**src/rtl/reset_sequencer_pkg.sv**
```systemverilog
// reset_seq_pkg: state type and counter sizing helper shared by the reset sequencer.
package reset_seq_pkg;
    typedef enum logic [1:0] {IDLE, ASSERT, WAIT_ACK, RELEASE} state_t;

    function automatic int max3(input int a, input int b, input int c);
        return (a > b) ? ((a > c) ? a : c) : ((b > c) ? b : c);
    endfunction
endpackage

```
**src/rtl/reset_sequencer_bit_sync.sv**
```systemverilog
// bit_sync: two-flop per-bit synchronizer, cleared asynchronously with the sequencer reset.
module bit_sync #(
    parameter int W = 1
) (
    input  logic         clk,
    input  logic         rst_in,
    input  logic [W-1:0] i_d,
    output logic [W-1:0] o_q
);
    (* ASYNC_REG = "TRUE" *) logic [W-1:0] r_meta = '0;
    (* ASYNC_REG = "TRUE" *) logic [W-1:0] r_sync = '0;

    always_ff @(posedge clk or posedge rst_in) begin
        if (rst_in) begin
            r_meta <= '0;
            r_sync <= '0;
        end else begin
            r_meta <= i_d;
            r_sync <= r_meta;
        end
    end

    assign o_q = r_sync;
endmodule

```
**src/rtl/reset_sequencer.sv**
```systemverilog
// reset_sequencer: holds all domain resets, waits for acks (or times out), then releases
// domains one at a time, bit 0 first, spaced GAP cycles apart.
module reset_sequencer
    import reset_seq_pkg::*;
#(
    parameter int N_DOM      = 4,
    parameter int MIN_ASSERT = 16,
    parameter int GAP        = 8,
    parameter int TIMEOUT    = 1024
) (
    input  logic             clk,
    input  logic             rst_in,
    input  logic             req,
    input  logic [N_DOM-1:0] dom_ack,
    output logic [N_DOM-1:0] dom_rst,
    output logic             busy,
    output logic             timeout_err
);
    localparam int CW = $clog2(max3(MIN_ASSERT, GAP, TIMEOUT) + 1);
    localparam int IW = $clog2(N_DOM) + 1;

    state_t           r_state   = ASSERT;
    logic [CW-1:0]    r_cnt     = '0;
    logic [IW-1:0]    r_idx     = '0;
    logic [N_DOM-1:0] r_dom_rst = '1;
    logic             r_busy    = 1'b1;
    logic             r_err     = 1'b0;
    logic [N_DOM-1:0] w_ack;

    bit_sync #(.W(N_DOM)) u_ack_sync (
        .clk   (clk),
        .rst_in(rst_in),
        .i_d   (dom_ack),
        .o_q   (w_ack)
    );

    always_ff @(posedge clk or posedge rst_in) begin
        if (rst_in) begin
            r_state   <= ASSERT;
            r_cnt     <= '0;
            r_idx     <= '0;
            r_dom_rst <= '1;
            r_busy    <= 1'b1;
            r_err     <= 1'b0;
        end else begin
            case (r_state)
                IDLE: if (req) begin
                    r_state   <= ASSERT;
                    r_cnt     <= '0;
                    r_dom_rst <= '1;
                    r_busy    <= 1'b1;
                    r_err     <= 1'b0;
                end
                ASSERT: if (r_cnt == CW'(MIN_ASSERT - 1)) begin
                    r_state <= WAIT_ACK;
                    r_cnt   <= '0;
                end else begin
                    r_cnt <= r_cnt + 1'b1;
                end
                // Acks win over the timeout when both land on the final cycle.
                WAIT_ACK: if (&w_ack || r_cnt == CW'(TIMEOUT - 1)) begin
                    r_state   <= RELEASE;
                    r_cnt     <= '0;
                    r_idx     <= '0;
                    r_dom_rst <= r_dom_rst & ~N_DOM'(1);
                    r_err     <= r_err | ~&w_ack;
                end else begin
                    r_cnt <= r_cnt + 1'b1;
                end
                RELEASE: if (r_cnt == CW'(GAP - 1)) begin
                    r_cnt <= '0;
                    if (r_idx == IW'(N_DOM - 1)) begin
                        r_state <= IDLE;
                        r_busy  <= 1'b0;
                    end else begin
                        r_idx     <= r_idx + 1'b1;
                        r_dom_rst <= r_dom_rst & ~(N_DOM'(1) << (r_idx + 1'b1));
                    end
                end else begin
                    r_cnt <= r_cnt + 1'b1;
                end
                default: r_state <= IDLE;
            endcase
        end
    end

    assign dom_rst     = r_dom_rst;
    assign busy        = r_busy;
    assign timeout_err = r_err;
endmodule
```
**config.mk**
```make
export PLATFORM = sky130hd
export DESIGN_NAME = reset_sequencer
export DESIGN_NICKNAME = d
export VERILOG_FILES = /design/src/rtl/reset_sequencer_pkg.sv /design/src/rtl/reset_sequencer_bit_sync.sv /design/src/rtl/reset_sequencer.sv
export SDC_FILE = /design/constraint.sdc
export NUM_CORES = 1
export LEC_CHECK = 0
export CAP_MARGIN = 10
export CORE_MARGIN = 4
export CORE_UTILIZATION = 42
export DETAILED_ROUTE_END_ITERATION = 7
export PLACE_DENSITY = 0.57
export SYNTH_ARGS = -nofsm -noshare
export SYNTH_HDL_FRONTEND = slang
export SYNTH_SLANG_ARGS = --single-unit
export TNS_END_PERCENT = 100
```
**constraint.sdc**
```tcl
create_clock -name clk -period 4.95 [get_ports clk]
set_input_delay 0.495 -clock clk [delete_from_list [all_inputs] [get_ports clk]]
set_output_delay 0.495 -clock clk [all_outputs]
set_load 0.1 [all_outputs]
```
; ---- Yosys cells after proc, flatten, opt, wreduce, memory -nomap -nowiden
; Cells that the tools add are included.
[classes]
addsub = 2
eq_ne = 13
shift = 1
n_mux = 27
bitwise_logic = 4
reduce_logical = 14
[ops]
columns = cell, count
row1 = two-way mux 11 bit, 4
row2 = one-hot mux 11 bit (4 select lines), 1
row3 = AND reduction 5 bit, 3
row4 = two-way mux 4 bit, 3
row5 = "!= test 2 bit, second input constant", 6
row6 = one-hot mux 4 bit (3 select lines), 1
row7 = AND reduction 4 bit, 3
row8 = "adder 11 x 1 -> 11 bit, second input constant", 1
row9 = "== test 11 x 10 -> 1 bit, second input constant", 1
row10 = "== test 11 x 3 -> 1 bit, second input constant", 1
row11 = "== test 11 x 4 -> 1 bit, second input constant", 1
row12 = two-way mux 2 bit, 5
row13 = two-way mux 3 bit, 3
row14 = one-hot mux 2 bit (4 select lines), 1
row15 = two-way mux 1 bit, 6
row16 = one-hot mux 3 bit (2 select lines), 1
row17 = nonzero test 2 bit, 3
row18 = AND 4 bit, 1
row19 = "== test 2 bit, second input constant", 2
row20 = inverter 4 bit, 1
row21 = one-hot mux 1 bit (2 select lines), 2
row22 = "<< shifter 1 x 3 -> 4 bit, first input constant", 1
row23 = "adder 3 x 1 -> 3 bit, second input constant", 1
row24 = "== test 3 x 2 -> 1 bit, second input constant", 1
row25 = other kinds (8), 8
[totals]
regBits = 30
inputBits = 7
out_inout_bits = 6
wordCells = 70

; ---- Longest topological paths before layout
; Gate-level depths: netlist of the first run.
[logic_depth]
word_depth = 7
mapped_depth = 7
mapped_depth_nobuf = 7

; ---- By module
; From an unflattened synthesis of the first run, not the netlist that was laid out.
[unflattened]
cells_unflattened = 150
hier_area_um2 = 1540.2
[modules_own_cells]
columns = mod, n_inst, cells_each, area_per_inst_um2, seq_area_each_um2
row1 = reset_sequencer, 1, 141, 1336.3, 558.0
row2 = bit_sync, 1, 9, 203.9, 200.2

; ---- Worst setup path before layout of the first run
; OpenSTA, ideal clock, no wires.
[synth_path]
path_kind = flip-flop to flip-flop
startpoint = reg r_cnt[4]
endpoint = reg r_dom_rst[0] (netlist: dom_rst[0])
setup_ns = 0.085
t_arrival_ns = 2.024
t_required_ns = 4.865
slack_ns = 2.842
path_stages_with_launch = 6
path_buffers = 0
synth_period_minus_slack_ns = 2.108
cell_sequence = dfrtp_1 or4_4 o31ai_4 o21ai_2 a2111oi_4 mux2_1
[synth_between]
elab_chain_cells = 4
elab_cells_between_ends = 6
classes_between = 4 x eq/ne / 2 x reduce/logical
[synth_rtl]
columns = element, line_no
row1 = start: declaration, reset_sequencer.sv:23  ; logic [CW-1:0] r_cnt = '0;
row2 = start signal: assignment, reset_sequencer.sv:58  ; r_cnt <= r_cnt + 1'b1;
row3 = start signal: assignment, reset_sequencer.sv:68  ; r_cnt <= r_cnt + 1'b1;
row4 = start signal: assignment, reset_sequencer.sv:80  ; r_cnt <= r_cnt + 1'b1;
row5 = == test 11 x 10 -> 1 bit, reset_sequencer.sv:61  ; WAIT_ACK: if (&w_ack || r_cnt == CW'(TIMEOUT - 1)) begin
row6 = logical OR 1 bit, reset_sequencer.sv:61
row7 = != test 2 bit (no line), --
row8 = AND reduction 5 bit (no line) (*), --
row9 = end signal: assignment, reset_sequencer.sv:65  ; r_dom_rst <= r_dom_rst & ~N_DOM'(1);
row10 = end signal: assignment, reset_sequencer.sv:77  ; r_dom_rst <= r_dom_rst & ~(N_DOM'(1) << (r_idx + 1'b1));
row11 = end: declaration, reset_sequencer.sv:25  ; logic [N_DOM-1:0] r_dom_rst = '1;
; Every way passes the cells marked *; elsewhere a longest branch is shown, timed or not.
; A chain may end at the register's enable or synchronous reset.

; ---- Final worst setup path of the first run
[layout_path]
startpoint = reg r_busy (netlist: busy)
endpoint = out busy
[layout_lines]
columns = element, line_no
row1 = start: declaration, reset_sequencer.sv:26  ; logic r_busy = 1'b1;
row2 = start signal: assignment, reset_sequencer.sv:43  ; r_busy <= 1'b1;
row3 = start signal: assignment, reset_sequencer.sv:51  ; r_busy <= 1'b1;
row4 = start signal: assignment, reset_sequencer.sv:74  ; r_busy <= 1'b0;
row5 = end: declaration, reset_sequencer.sv:16  ; output logic busy,
; No word-level cell between the ends.

==> out/results.txt, run 1 <==
Status: finished, final reports clean
Initial antenna violation count: 0
CTS Hold Bufs: 0
Slowest CP cell: clkdlybuf4s50_1
Post-DP Area: 1697 um2
Leak Pwr: 0.8018 nW
First-pass GRT wire length: 4830 um
I/O Buffers: 12
Largest stage delay on the critical path: 1.13 ns
Die area: 4694 um2
Reg2Reg Depth: 7
Max Cap Violations: 0
Tmin final: 2.464 ns
Area growth, synth to finish: 21.40%
Routed WL: 2878 um
Syn_nets: 162
Postcts setup bufs: 0
Clock Skews: 0.005748 ns
Xor/xnor cell area share of the yosys netlist: 0.05126
Sw Pwr: 0.0005089 W
CTS buffer count: 5
Clock latency at the later pin of the worst-skew pair: 0.29 ns
Primary FF master, synth: dfrtp_1
Max-slew headroom: 0.3488
Post-synthesis cell type count: 39
Cell Pwr Density: 656.9 nW/um2
Avg WL per Cell: 13.84 um
Setup TNS Final: 0 ns
Syn_area_per_cell: 10.68 um2
Final hold violations: 0
Worst path required time: 4.45 ns
Design area: 1867 um2
Drt first pass iters: 5
FP Rows: 21
Register share of total power: 0.291
CTS Root Cell: clkbuf_8
Vias in the first global route: 1,073
VDD IR max: 0.3345 mV
Combinational share of power: 0.456
Initial Utilization: 0.4467
Post-synthesis simple-gate area fraction: 0.1456
DR vias/cell: 5.264
Starting DRT DRC Count: 45
Measured slew at the worst slew-check pin: 0.9747 ns
Worst Path Buf+Inv: 1
Die width: 68.51 um
Share of cells above drive strength 1: 0.1420
Final Cycle Share: 0.4978
# clock sinks: 30
Gr usage total: 0.1459
Sw frac: 0.4149
Flops & latches, synth: 30
CP delay by family, top: buffers and inverters
Worst setup EP type: primary output
Critical Path Sink: busy
Largest net degree at the start of global routing: 31
Tot Pwr: 0.001226 W
Fin nets: 179
Die Height: 68.51 um
Cell Chain, Critical Path: clkdlybuf4s50_1
H-Tree Depth: 2
Vias: 1,095
I/O Pins: 13
Clock slew at reported path FFs: 0.07 ns
Final setup vio count: 0
Grt total ovfl: 0
Post-synthesis cell count: 144
Internal power: 0.0007175 W
Clk network pwr share: 0.252
Core area: 3442 um2
DRC violations left: 0
Startpoint types: flop
WP depth: 1
Critical path class: flop to primary output
Antenna Cells: 0
Largest family of logic cells by synthesized area: compound AO/OA/AOI/OAI gates
GPL Wtd Cong: 0.8570
FMAX: 405.8 MHz
RR Startpoint: r_state[1]$_DFFE_PP0P_
Synth Area in Adders: 0.08950
Worst setup path startpoint: busy$_DFFE_PP1P_
RSZ-0062 raised after global routing: no
Worst R2R End: r_state[1]$_DFFE_PP0P_
Routed Antenna Nets: 0
Max Root-Sink Buffers: 2
CTS tree: built
Synthesized area: 1538 um2
CTS resizes: 0
Crit Path Max Fanout: 3
Flop2flop setup slack: 2.65 ns
Number of flops mapped to enable cells by yosys: 0
Detailed Place HPWL: 2041 um
Async SR Flop Fraction: 1.000
Compound-Gate Fraction of Synth Area: 0.1554
Hold Crit Start: u_ack_sync.r_meta[1]$_DFF_PP0_
Yosys synthesis warning count: 0
Register area share after synthesis: 0.4931
CP arrival: 1.97 ns
Min-Delay Path Class: flop to flop
Post-synthesis mux area share: 0.02848
Final slew viol count: 0
## layout by cell type (no fill, tap or decap), types with 2 or more instances in the layout
cell	count
clkbuf_8	6
dfstp_2	6
a21boi_0	3
bufinv_16	2
dfrtp_1	24
xor2_1	6
o22ai_1	2
nand3_1	3
ha_1	11
mux2_2	2
nor2_1	7
nor4_1	2
nand4_1	4
nand2_1	22
inv_1	10
o21ai_0	13
xnor2_1	3
clkdlybuf4s50_1	12
or4_4	2
## power by group through the flow
stage	Clock, W	Combinational [W]	Sequential (W)
floorplan	0	0.000292	0.000512
global placement	0	0.000551	0.000359
detailed placement	0	0.000559	0.000361
CTS	0.000316	0.000564	0.000358
global route	0.000330	0.000609	0.000366
finish	0.000310	0.000559	0.000357
## synthesized netlist by cell type, types with 2 or more instances
library cell	number	area, um2
dfrtp_1	24	600.6
nand2_1	22	82.58
o21ai_0	13	65.06
ha_1	11	137.6
inv_1	10	37.54
nor2_1	7	26.28
dfstp_2	6	157.7
xor2_1	6	52.55
nand4_1	4	25.02
a21boi_0	3	22.52
nand3_1	3	15.01
xnor2_1	3	26.28
clkbuf_1	2	7.510
mux2_2	2	22.52
nor4_1	2	12.51
o22ai_1	2	12.51
or4_4	2	22.52
## worst min-delay path by stage
stage / to / slack [ns] / cells after the start
finish: u_ack_sync.o_q[1]$_DFF_PP0_ / 0.35 / 0
global route: u_ack_sync.o_q[1]$_DFF_PP0_ / 0.36 / 0
CTS: u_ack_sync.o_q[1]$_DFF_PP0_ / 0.35 / 0
floorplan: u_ack_sync.o_q[0]$_DFF_PP0_ / 0.33 / 0
global placement: u_ack_sync.o_q[3]$_DFF_PP0_ / 0.33 / 0
detailed placement: u_ack_sync.o_q[1]$_DFF_PP0_ / 0.34 / 0
## cell families (layout without fill, tap and decap cells)
family / after synthesis / after routing
AND/OR/NAND/NOR: 46 / 46
AO/OA/AOI/OAI: 31 / 31
flip-flops: 30 / 30
buffers and inverters: 13 / 31
adder cells (fa/ha/maj): 11 / 11
XOR/XNOR: 9 / 9
multiplexers: 4 / 4
## registers in the layout (all words and copies together) (netlist names)
name               cells
timeout_err            1
r_state                2
dom_rst                4
r_idx                  3
u_ack_sync.o_q         4
busy                   1
r_cnt                 11
u_ack_sync.r_meta      4
## layer usage
metal  up-vias  wire (um)  global-route usage
li1        536          -                   -
met4         0         40             0.07196
met2        33       1350              0.2133
met5         -          0                   0
met1       520       1331              0.1848
met3         6        156             0.05997
## per-stage QoR
| step | hold WS (ns) | setup slack [ns] | util | instances |
|---|---|---|---|---|
| 2_1_floorplan | 0.3312 | 2.842 | - | 144 |
| 3_3_place_gp | 0.3347 | 2.503 | 0.4929 | 199 |
| 3_5_place_dp | 0.3364 | 2.449 | 0.4929 | 199 |
| 4_1_cts | 0.3516 | 2.468 | 0.5344 | 207 |
| 5_1_grt | 0.3590 | 2.445 | 0.5423 | 208 |
| 6_report | 0.3486 | 2.486 | 0.5423 | 208 |
## final cells by class
type	count	area, um2
well taps	46	57.56
flip-flops and latches	30	758.2
clock buffers	6	82.58
inverters	10	37.54
clock inverters	2	60.06
fillers	333	1575
multi-input cells	101	723.2
repair buffers	13	147.6
No activity file was read; power rests on OpenSTA's default activity.
==> run 2: changes to the inputs <==
- clock period: 4.95 -> 2.3 ns (I/O delays scaled with it)
==> run 2 against run 1 <==
Critical path depth is 4 higher. First-iteration DRC count grew 60%. Combinational power increased by 120%. Clock-buffer cell count down 1. Global-route usage up 0.79 points. Clock power rose by 67%. Clock skew fell by 0.0038 ns. Final cell count grew 2.9%. Worst hold slack got worse by 0.024 ns. Cell area is 1.1% lower. Total power grew 100%. Die area unchanged. Critical path type is now flop to flop.
==> out/results.txt, run 2 (same netlist as run 1, synthesis figures left out) <==
Tmin final: 2.197 ns
Max-slew headroom: 0.5662 (was 0.3488)
Area growth, synth to finish: 20.10% (was 21.40%)
Flop2flop setup slack: 0.10 ns (was 2.65 ns)
Sw frac: 0.4420 (was 0.4149)
Worst path required time: 2.51 ns (was 4.45 ns)
Drt first pass iters: 4 (was 5)
Leak Pwr: 0.8143 nW (was 0.8018 nW)
Most common cell after layout, fill and taps aside: dfrtp_1 (unchanged)
Die area: 4694 um2 (unchanged)
Most flop-heavy register: r_cnt (unchanged)
Final slew viol count: 0 (unchanged)
Cell Pwr Density: 1357 nW/um2 (was 656.9 nW/um2)
Vias: 1,082 (was 1,095)
Routed WL: 3040 um (was 2878 um)
Grt total ovfl: 0 (unchanged)
RR Startpoint: r_cnt[10]$_DFFE_PP0P_ (was r_state[1]$_DFFE_PP0P_)
I/O Buffers: 12 (unchanged)
Reg2Reg Depth: 5 (was 7)
Final Cycle Share: 0.9551
Clock latency at the later pin of the worst-skew pair: 0.28 ns (was 0.29 ns)
Crit Path Max Fanout: 5 (was 3)
I/O Pins: 13 (unchanged)
Worst R2R End: dom_rst[0]$_DFFE_PP1P_ (was r_state[1]$_DFFE_PP0P_)
Measured slew at the worst slew-check pin: 0.6494 ns (was 0.9747 ns)
CTS Root Cell: clkbuf_8 (unchanged)
Detailed Place HPWL: 2228 um (was 2041 um)
Combinational share of power: 0.484 (was 0.456)
Clock slew at reported path FFs: 0.06 ns (was 0.07 ns)
Worst setup EP type: flop (was primary output)
Routed Antenna Nets: 0 (unchanged)
Final setup margin: 0.1032 ns (was 2.486 ns)
Startpoint types: flop (unchanged)
Register share of total power: 0.309 (was 0.291)
Final hold violations: 0 (unchanged)
Share of cells above drive strength 1: 0.2202 (was 0.1420)
First-pass GRT wire length: 5133 um (was 4830 um)
# clock sinks: 30 (unchanged)
Core area: 3442 um2 (unchanged)
Largest net degree at the start of global routing: 31 (unchanged)
Setup TNS Final: 0 ns (unchanged)
GPL Wtd Cong: 0.7907 (was 0.8570)
Pre-CTS setup slack: 0.08345 ns (was 2.449 ns)
Postcts setup bufs: 0 (unchanged)
Final Core Density: 0.5365 (was 0.5423)
Antenna Cells: 0 (unchanged)
Vias in the first global route: 1,130 (was 1,073)
Initial antenna violation count: 0 (unchanged)
DRC violations left: 0 (unchanged)
Sw Pwr: 0.001108 W (was 0.0005089 W)
Gr usage total: 0.1538 (was 0.1459)
Internal power: 0.001399 W (was 0.0007175 W)
FP Rows: 21 (unchanged)
Avg WL per Cell: 14.21 um (was 13.84 um)
Starting DRT DRC Count: 72 (was 45)
Max Cap Violations: 0 (unchanged)
VDD IR max: 0.8329 mV (was 0.3345 mV)
Initial Utilization: 0.4467 (unchanged)
Min-Delay Path Class: input pin to asynchronous set/reset pin (was flop to flop)
H-Tree Depth: 2 (unchanged)
Clk network pwr share: 0.207 (was 0.252)
CTS tree: built (unchanged)
CP arrival: 2.40 ns (was 1.97 ns)
Most frequent cells in the layout: 23 x dfrtp_1, 22 x nand2_1, 13 x o21ai_0, 13 x buf_4, 11 x ha_1 (was 24 x dfrtp_1, 22 x nand2_1, 13 x o21ai_0, 12 x clkdlybuf4s50_1, 11 x ha_1)
Final setup vio count: 0 (unchanged)
Critical path class: flop to flop (was flop to primary output)
CTS buffer count: 5 (unchanged)
Status: finished, final reports clean (unchanged)
Die Height: 68.51 um (unchanged)
Clock Skews: 0.001980 ns (was 0.005748 ns)
Die width: 68.51 um (unchanged)
DR vias/cell: 5.056 (was 5.264)
RSZ-0062 raised after global routing: no (unchanged)
Max FFs per register: 11 (unchanged)
Max Root-Sink Buffers: 2 (unchanged)
FMAX: 455.2 MHz
Fin nets: 185 (was 179)
WHS: 0.3245 ns (was 0.3486 ns)
[run 2: critical path, cell delays in order, from the launching register on]
cell and delay (ns):
dfrtp_1 0.43, or4_4 0.56, o31ai_4 0.29, o21ai_2 0.14, a2111oi_4 0.35, mux2_1 0.35
[run 2: timing repair]
| item | in CTS | in global routing |
|---|---|---|
| resized for setup | 0 | 2 |
| setup endpoints to repair | 0 | 2 |
| hold buffers | 0 | 0 |
[run 2: power by group through the flow]
stage,combinational (W),clock [W],sequential (W)
floorplan,0.000628,0,0.00110
global placement,0.00120,0,0.000777
detailed placement,0.00122,0,0.000784
CTS,0.00122,0.000542,0.000773
global route,0.00133,0.000562,0.000789
finish,0.00121,0.000519,0.000774
[run 2: worst max-delay path by stage]
stage,from,end,slack (ns),cells past startpoint
5_1_grt,r_cnt[10]$_DFFE_PP0P_,dom_rst[0]$_DFFE_PP1P_,0.02,5
2_1_floorplan,r_cnt[4]$_DFFE_PP0P_,dom_rst[0]$_DFFE_PP1P_,0.19,5
4_1_cts,r_cnt[3]$_DFFE_PP0P_,dom_rst[0]$_DFFE_PP1P_,0.07,5
3_5_place_dp,r_cnt[3]$_DFFE_PP0P_,dom_rst[0]$_DFFE_PP1P_,0.08,5
3_3_place_gp,r_cnt[3]$_DFFE_PP0P_,dom_rst[0]$_DFFE_PP1P_,0.14,5
6_report,r_cnt[10]$_DFFE_PP0P_,dom_rst[0]$_DFFE_PP1P_,0.10,5
[run 2: per-layer routing]
metal,track usage,wire [um],part of all wire
met5,0,0,0
met4,0.08933,86,0.028
met1,0.2066,1548,0.51
met2,0.2193,1296,0.43
met3,0.04376,109,0.036
[run 2: final cells by class]
| cell class | instances | area [um2] |
|---|---|---|
| clock buffer | 5 | 68.82 |
| clock inverter | 3 | 40.04 |
| fill | 319 | 1595 |
| inverter | 10 | 37.54 |
| multi-input combinational | 101 | 725.7 |
| sequential | 30 | 759.5 |
| tap | 46 | 57.56 |
| timing repair buffer | 19 | 157.7 |
[run 2: metrics by stage]
| step | cells | power, W | cell area [um2] |
|---|---|---|---|
| 2_1_floorplan | 144 | 0.001729 | 1538 |
| 3_3_place_gp | 206 | 0.001982 | 1734 |
| 3_5_place_dp | 206 | 0.002000 | 1734 |
| 4_1_cts | 214 | 0.002540 | 1843 |
| 5_1_grt | 214 | 0.002683 | 1847 |
| 6_report | 214 | 0.002507 | 1847 |
